==> config.mk <==
export PLATFORM = sky130hd
export DESIGN_NAME = serial_addsub
export DESIGN_NICKNAME = d
export VERILOG_FILES = /design/src/rtl/adder_pkg.sv /design/src/rtl/fa_chunk.sv /design/src/rtl/serial_addsub.sv
export SDC_FILE = /design/constraint.sdc
export NUM_CORES = 1
export LEC_CHECK = 0
export BUFFER_PORTS_ARGS = -buffer_cell sky130_fd_sc_hd__buf_2
export CELL_PAD_IN_SITES_DETAIL_PLACEMENT = 1
export CELL_PAD_IN_SITES_GLOBAL_PLACEMENT = 1
export CORE_MARGIN = 2
export CORE_UTILIZATION = 30
export DETAILED_ROUTE_END_ITERATION = 10
export GPL_ROUTABILITY_DRIVEN = 0
export PLACE_DENSITY_LB_ADDON = 0.1
export SLEW_MARGIN = 20
export SYNTH_ARGS = -nofsm -noshare
export SYNTH_HDL_FRONTEND = slang
export SYNTH_SLANG_ARGS = --single-unit
==> constraint.sdc <==
create_clock -name clk -period 5.5 [get_ports clk]
set_input_delay 0 -clock clk [delete_from_list [all_inputs] [get_ports clk]]
set_output_delay 0 -clock clk [all_outputs]
set_load 0.02 [all_outputs]
==> src/rtl/adder_pkg.sv <==
// rtl/adder_pkg.sv - shared FSM encoding and default sizing for the serial adder/subtractor
// Contents:
//   state_t        : FSM state type (IDLE=0, RUN=1, DONE=2)
//   DEFAULT_WIDTH  : default operand/result width in bits
//   DEFAULT_CHUNK  : default number of bits processed per clock
package adder_pkg;

    typedef enum logic [1:0] {
        IDLE = 2'd0,
        RUN  = 2'd1,
        DONE = 2'd2
    } state_t;

    localparam int DEFAULT_WIDTH = 32;
    localparam int DEFAULT_CHUNK = 4;

endpackage

==> src/rtl/fa_chunk.sv <==
// rtl/fa_chunk.sv - combinational CHUNK-bit ripple full-adder slice
// Ports:
//   a, b  : CHUNK-bit addend slices
//   ci    : carry into bit 0 of the slice
//   s     : CHUNK-bit sum slice
//   co    : carry out of the slice MSB
//   c_msb : carry into the slice MSB (used for signed overflow on the top chunk)
module fa_chunk
    import adder_pkg::*;
#(
    parameter int CHUNK = DEFAULT_CHUNK
) (
    input  logic [CHUNK-1:0] a,
    input  logic [CHUNK-1:0] b,
    input  logic             ci,
    output logic [CHUNK-1:0] s,
    output logic             co,
    output logic             c_msb
);

    always_comb begin : ripple
        logic [CHUNK:0] c;
        c    = '0;
        s    = '0;
        c[0] = ci;
        for (int i = 0; i < CHUNK; i++) begin
            s[i]   = a[i] ^ b[i] ^ c[i];
            c[i+1] = (a[i] & b[i]) | (c[i] & (a[i] ^ b[i]));
        end
        co    = c[CHUNK];
        c_msb = c[CHUNK-1];
    end

endmodule

==> src/rtl/serial_addsub.sv <==
// rtl/serial_addsub.sv - multi-cycle adder/subtractor processing CHUNK bits per clock
// Ports:
//   clk   : clock, all state updates on its rising edge
//   rst   : asynchronous active-high reset
//   start : capture operands and begin an operation (honoured in IDLE or DONE)
//   sub   : 0 = a+b+cin, 1 = a-b-cin
//   a, b  : WIDTH-bit operands
//   cin   : carry-in (add) or borrow-in (subtract)
//   busy  : operation in progress
//   done  : one-cycle pulse, result valid
//   sum   : WIDTH-bit result, held until the next capture
//   cout  : carry out of the MSB (subtract: 1 = no borrow)
//   ovf   : two's-complement signed overflow
module serial_addsub
    import adder_pkg::*;
#(
    parameter int WIDTH = DEFAULT_WIDTH,
    parameter int CHUNK = DEFAULT_CHUNK
) (
    input  logic             clk,
    input  logic             rst,
    input  logic             start,
    input  logic             sub,
    input  logic [WIDTH-1:0] a,
    input  logic [WIDTH-1:0] b,
    input  logic             cin,
    output logic             busy,
    output logic             done,
    output logic [WIDTH-1:0] sum,
    output logic             cout,
    output logic             ovf
);

    localparam int N     = (CHUNK >= 1) ? WIDTH / CHUNK : 1;
    localparam int IDX_W = (N > 1) ? $clog2(N) : 1;
    localparam logic [IDX_W-1:0] LAST = IDX_W'(N - 1);

    generate
        if (CHUNK < 1) begin : g_bad_chunk
            $error("serial_addsub: CHUNK must be at least 1");
        end else if ((WIDTH % CHUNK) != 0) begin : g_bad_width
            $error("serial_addsub: WIDTH must be a multiple of CHUNK");
        end
    endgenerate

    state_t             state_q, state_d;
    logic [IDX_W-1:0]   idx_q, idx_d;
    logic               carry_q, carry_d;
    logic [WIDTH-1:0]   a_q, a_d;
    logic [WIDTH-1:0]   b_q, b_d;
    logic [WIDTH-1:0]   sum_q, sum_d;
    logic               cout_q, cout_d;
    logic               ovf_q, ovf_d;
    logic               busy_q, busy_d;
    logic               done_q, done_d;

    logic [CHUNK-1:0]       fa_s;
    logic                   fa_co;
    logic                   fa_c_msb;
    logic [WIDTH+CHUNK-1:0] sum_cat;

    // Operands are shifted right each RUN cycle so the slice always sees the
    // low CHUNK bits; the result is shifted in from the top so after N cycles
    // chunk 0 has arrived at bit 0.
    fa_chunk #(
        .CHUNK (CHUNK)
    ) u_fa_chunk (
        .a     (a_q[CHUNK-1:0]),
        .b     (b_q[CHUNK-1:0]),
        .ci    (carry_q),
        .s     (fa_s),
        .co    (fa_co),
        .c_msb (fa_c_msb)
    );

    assign sum_cat = {fa_s, sum_q};

    always_comb begin
        state_d = state_q;
        idx_d   = idx_q;
        carry_d = carry_q;
        a_d     = a_q;
        b_d     = b_q;
        sum_d   = sum_q;
        cout_d  = cout_q;
        ovf_d   = ovf_q;

        case (state_q)
            IDLE, DONE: begin
                if (start) begin
                    state_d = RUN;
                    idx_d   = '0;
                    a_d     = a;
                    // Subtract is a + ~b + 1 - cin, so invert b once here and
                    // seed the chain with cin ^ sub.
                    b_d     = b ^ {WIDTH{sub}};
                    carry_d = cin ^ sub;
                end else begin
                    state_d = IDLE;
                end
            end
            RUN: begin
                a_d     = a_q >> CHUNK;
                b_d     = b_q >> CHUNK;
                carry_d = fa_co;
                sum_d   = sum_cat[WIDTH+CHUNK-1:CHUNK];
                idx_d   = idx_q + IDX_W'(1);
                if (idx_q == LAST) begin
                    state_d = DONE;
                    cout_d  = fa_co;
                    ovf_d   = fa_co ^ fa_c_msb;
                end
            end
            default: begin
                state_d = IDLE;
            end
        endcase

        busy_d = (state_d == RUN);
        done_d = (state_d == DONE);
    end

    always_ff @(posedge clk or posedge rst) begin
        if (rst) begin
            state_q <= IDLE;
            idx_q   <= '0;
            carry_q <= 1'b0;
            a_q     <= '0;
            b_q     <= '0;
            sum_q   <= '0;
            cout_q  <= 1'b0;
            ovf_q   <= 1'b0;
            busy_q  <= 1'b0;
            done_q  <= 1'b0;
        end else begin
            state_q <= state_d;
            idx_q   <= idx_d;
            carry_q <= carry_d;
            a_q     <= a_d;
            b_q     <= b_d;
            sum_q   <= sum_d;
            cout_q  <= cout_d;
            ovf_q   <= ovf_d;
            busy_q  <= busy_d;
            done_q  <= done_d;
        end
    end

    assign busy = busy_q;
    assign done = done_q;
    assign sum  = sum_q;
    assign cout = cout_q;
    assign ovf  = ovf_q;

endmodule

# After elaboration in Yosys (flattened, before gate mapping)

Index checks and enable logic that the tools add are counted.

Flip-flop bits (word level): 106
Bits in latches: 0
Bits in writable memories: 0
Bits in read-only memories: 0
Bits of input ports: 69
Output and inout port bits: 36
Word-level logic and storage cells: 56
Memories: 0

$add $sub $neg: 1
Multiply operators: 0
Div/mod/pow operators: 0
$lt $le $gt $ge: 0
Equal/unequal tests: 6
Shift operators: 0
Muxes and demuxes: 11
Bitwise gates (word level): 23
Reduce and logical (&&, ||, !) cells: 5

Operators with widths:

| kind                | number |
|---|---|
| $pmux 32 s2         | 2 |
| $mux 32             | 2 |
| $xor 32x32->32      | 1 |
| $xor 1x1->1         | 10 |
| $and 1x1->1         | 8 |
| $pmux 3 s2          | 1 |
| $eq 2x1->1 const B  | 2 |
| $eq 2x2->1 const B  | 2 |
| $or 1x1->1          | 4 |
| $pmux 2 s2          | 1 |
| $reduce_and 2->1    | 2 |
| $add 3x1->3 const B | 1 |
| $eq 3x3->1 const B  | 1 |
| $mux 3              | 1 |
| $logic_not 2->1     | 1 |
| $mux 1              | 2 |
| $mux 2              | 1 |
| $ne 2x2->1 const B  | 1 |
| $pmux 1 s2          | 1 |
| $reduce_bool 2->1   | 1 |
| $reduce_or 2->1     | 1 |

# Longest topological paths before layout

Word-level depth: 10
Mapped depth: 9
Gate-level depth less buffers: 9

# Hierarchy

Synthesis repeated with hierarchy kept, for this count alone.

Cells, all modules: 453
Area, all modules: 4,682.0 um^2

Modules (own cells, without submodules):

| module        | instances | cells each | area an instance (um^2) | seq. area each (um^2) |
|---|---|---|---|---|
| serial_addsub | 1         | 441        | 4,571.9                 | 2,652.5 |
| fa_chunk      | 1         | 12         | 110.1                   | 0.0 |

# Worst setup path after synthesis

OpenSTA, ideal clock, no wires.

Path type: reg2reg
Start point: register carry_q
End point: register sum_q[31] (netlist: sum[31])
Setup time: 83 ps
Data arrival time: 2,026 ps
Required time: 5,417 ps
Slack: 3,391 ps
Cell stages (with the launch flop): 9
Path buffers: 0
Clock period less this slack: 2,109 ps
Cells stage by stage: dfrtp_1 -> fa_1 -> inv_1 -> fa_1 -> inv_1 -> fa_1 -> inv_1 -> fa_1 -> o21ai_0

Word-level cells in the longest chain between the ends: 7

Ends and longest elaborated chain:

| what                     | RTL line             | RTL |
|---|---|---|
| start: declaration       | serial_addsub.sv:48  | `logic carry_q, carry_d;` |
| start signal: assignment | serial_addsub.sv:138 | `carry_q <= carry_d;` |
| $and 1x1->1              | fa_chunk.sv:28       | `c[i+1] = (a[i] & b[i]) \| (c[i] & (a[i] ^ b[i]));` |
| $or 1x1->1               | fa_chunk.sv:28       |  |
| $and 1x1->1              | fa_chunk.sv:28       |  |
| $or 1x1->1               | fa_chunk.sv:28       |  |
| $and 1x1->1              | fa_chunk.sv:28       |  |
| $or 1x1->1               | fa_chunk.sv:28       |  |
| $xor 1x1->1              | fa_chunk.sv:27       | `s[i] = a[i] ^ b[i] ^ c[i];` |
| end signal: assignment   | serial_addsub.sv:141 | `sum_q <= sum_d;` |
| end: declaration         | serial_addsub.sv:51  | `logic [WIDTH-1:0] sum_q, sum_d;` |

Every way passes these cells.
A chain may end at the register's enable or synchronous reset.

# Worst setup path after layout

Start point: register state_q[0]
End point: register b_q[15]

Word-level cells in the longest chain between the ends: 4
Elaborated cells between the ends (all ways): 8
Classes of those cells: eq/ne (3); mux (1); reduce/logical (4)

Ends and longest elaborated chain:

| what                                                                    | RTL line             | RTL |
|---|---|---|
| start: declaration                                                      | serial_addsub.sv:46  | `state_t state_q, state_d;` |
| start signal: assignment                                                | serial_addsub.sv:136 | `state_q <= state_d;` |
| $eq 2x2->1 / $logic_not 2->1 (equally long branches)                    | serial_addsub.sv:88  | `case (state_q)` |
| $reduce_or 2->1                                                         | serial_addsub.sv:88  |  |
| $ne 2x2->1 (no source line) / $reduce_bool 2->1 (equally long branches) | -                    |  |
| $reduce_and 2->1 (no source line)                                       | -                    |  |
| end signal: assignment                                                  | serial_addsub.sv:129 | `b_q <= '0;` |
| end signal: assignment                                                  | serial_addsub.sv:140 | `b_q <= b_d;` |
| end: declaration                                                        | serial_addsub.sv:50  | `logic [WIDTH-1:0] b_q, b_d;` |

Parallel ways exist; a longest one is shown, timed or not.

==> impl_metrics.json <==
{
  "avgViaCountPerCell": 4.85,
  "coreArea_um2": 15100,
  "wire_per_inst_um": 15.8,
  "insertion_delay_ns": 0.34,
  "hpwl_um": 7570,
  "grt_pass1_vias": 3819,
  "final_net_count": 644,
  "finish.utilization": 0.389,
  "dr_total_vias": 3684,
  "setup-violations-final": 0,
  "top_layer": "met4",
  "synthTopCellsByArea": "dfrtp_1 (57%), nand2_1 (9.7%), a221o_1 (6.5%)",
  "p_int_uw": 1950,
  "hold_path.class": "in -> reg",
  "hold_buffers": 36,
  "period_share": 0.434,
  "wl_met1_um": 5610,
  "grt_start_max_net_pins": 75,
  "multiInputGateArea_um2": 1800,
  "peakVddDrop_mv": 0.240,
  "setup_tns_ns": 0,
  "syn-num-nets": 525,
  "final_max_slew_viol_count": 0,
  "port_buffers": 104,
  "slowest_stage": "buf_4",
  "clkTransAtPathRegs_ns": 0.07,
  "fill_cells": 1719,
  "fin_cells": 760,
  "cp-end-kind": "flip-flop",
  "dp_slack_ns": 3.10,
  "layout-drive-gt1-share": 0.219,
  "ios": 105,
  "yosysWarnings": 0,
  "timing.final.crit_period_ns": 2.39,
  "cp.required_ns": 5.73,
  "synth_cell_types": 25,
  "fin_skew_ns": 0.00675,
  "synth_top_flop_cell": "dfrtp_1",
  "cts_resized": 0,
  "die_area_um2": 16500,
  "synth_top_area_cell": "dfrtp_1",
  "dr.pass1.iters": 4,
  "pwr-share-clk": 0.184,
  "slew_headroom": 0.354,
  "areaGrowthSynthToFinish_pct": 26.9,
  "switching_share": 0.399,
  "hold_viol": 0,
  "ant_nets": 0,
  "cts_buffer_depth": 2,
  "cts.sinks": 106,
  "rows": 45,
  "netlist_area_um2": 4650,
  "p_leak_uw": 0.00295,
  "cts_root_buffer": "clkbuf_16",
  "max_stage_delay_ns": 0.64,
  "startpoint_type": "flip-flop",
  "cp_max_fo": 64,
  "async_flop_share": 1.00,
  "drtIter0Drc": 164,
  "outcome": "finished clean",
  "rsz0062_at_grt": "false",
  "synth_top_cell_area_share": 0.571,
  "synth.most_common_cell": "nand2_1",
  "yosysSeqAreaShare": 0.571,
  "register_area_um2": 2650,
  "grt_first_pass_wirelength_um": 19600,
  "p_switching_uw": 1300,
  "h-tree-depth": 3,
  "drc": 0,
  "cap_violations": 0,
  "grt_overflow_total": 0,
  "worst_pin_slew_ns": 0.968,
  "critPathKind": "reg -> reg",
  "post-place-cells": 710,
  "setup_slack_ns": 3.11,
  "chipHeight_um": 128,
  "cts_setup_buffers": 0,
  "synth_edf_count": 0,
  "postPlaceCellArea_um2": 5270,
  "grt_usage": 0.151,
  "met3_length_um": 487,
  "design_area_um2": 5900,
  "antenna_found_initial": 1,
  "p_comb_frac": 0.401,
  "power_density_nw_per_um2": 551,
  "crit_chain": "and2b_4, buf_4, nor2_4, a221o_1",
  "initial_core_util": 0.307,
  "cts_made_buffers": 9,
  "seq_power_share": 0.415,
  "synth-seq-cells": 106,
  "syn_avg_cell_area_um2": 10.3,
  "arrival_ns": 2.61,
  "synthCells": 450,
  "yosys-top-cells-count": "nand2_1 (120), dfrtp_1 (106), a221o_1 (30)",
  "cts_tree": "done",
  "fmax_mhz": 419,
  "wirelength_um": 12000,
  "die_w_um": 128,
  "wl_met2_um": 5660
}
## power by group through the flow
stage                     registers, uW  clock network, uW  logic (uW)
after floorplan                    1440                  0         848
after detailed placement           1370                  0        1310
after global routing               1400                651        1490
after CTS                          1360                622        1330
final                              1350                599        1300
after global placement             1360                  0        1280
## per-layer routing
layer	GRT usage	vias up
met3	0.0295	15
met5	0	-
met1	0.204	1834
met2	0.242	75
met4	0.0588	0
li1	-	1760
## layout make-up
cell class / count / share of cell area
repair buffers: 144 / 0.154
diodes: 1 / 0.000424
inverters: 10 / 0.00679
multi-input cells: 298 / 0.304
flip-flops and latches: 106 / 0.450
clock buffers: 13 / 0.0441
well taps: 188 / 0.0399
## metrics by stage
step / total power (uW) / hold slack [ns]
2_1_floorplan: 2290 / 0.140
3_3_place_gp: 2640 / 0.0381
3_5_place_dp: 2690 / 0.0446
4_1_cts: 3310 / 0.00287
5_1_grt: 3540 / 0.00966
6_report: 3250 / 0.00671
## cells by family (layout without fill, tap and decap cells)
family,count (synthesis),after routing,share of synthesized area
flip-flops,106,106,0.571
AND/OR/NAND/NOR,184,184,0.160
AO/OA/AOI/OAI,74,74,0.135
XOR/XNOR,34,34,0.0641
buffers and inverters,46,167,0.0474
other,0,1,0
adder cells (fa/ha/maj),6,6,0.0226
## flip-flops by register name (all words and copies together) (netlist names)
register  flops
b_q          32
busy          1
cout          1
sum          32
idx_q         3
a_q          32
ovf           1
carry_q       1
done          1
state_q       2
## worst paths after layout
check,cells past startpoint,slack (ns),endpoint,start
worst max-delay path,4,3.11,b_q[15],state_q[0]
max in group asynchronous,4,3.99,a_q[8],rst
worst min-delay path,3,0.007,carry_q,cin
worst max register to register,4,3.11,b_q[15],state_q[0]
worst min register to register,2,0.47,sum[2],sum[2]
min in group asynchronous,3,0.21,sum[17],rst
## cell usage in the layout (no fill, tap or decap), drive strengths merged
cell type and instances:
o221ai 1, o21ai 7, nand3 28, xnor2 29, nor2b 1, clkbuf 13, dfrtp 106, nand3b 1
nand2 120, inv 10, fa 4, diode 1, nor3 2, a22o 10, xor2 5, buf 108
and2b 1, a221o 30, nor2 29, nand2b 2, dlygate4sd3 36, a22oi 26, ha 2
## critical path, delay by kind of cell (launching register included)
| family | cells | cell delay, ns |
|---|---|---|
| and+or+nand+nor | 2 | 0.73 |
| buffers and inverters | 1 | 0.64 |
| DFF | 1 | 0.45 |
| AOI/OAI and AO/OA | 1 | 0.39 |
Note: power is estimated with default switching activity, not from simulation.
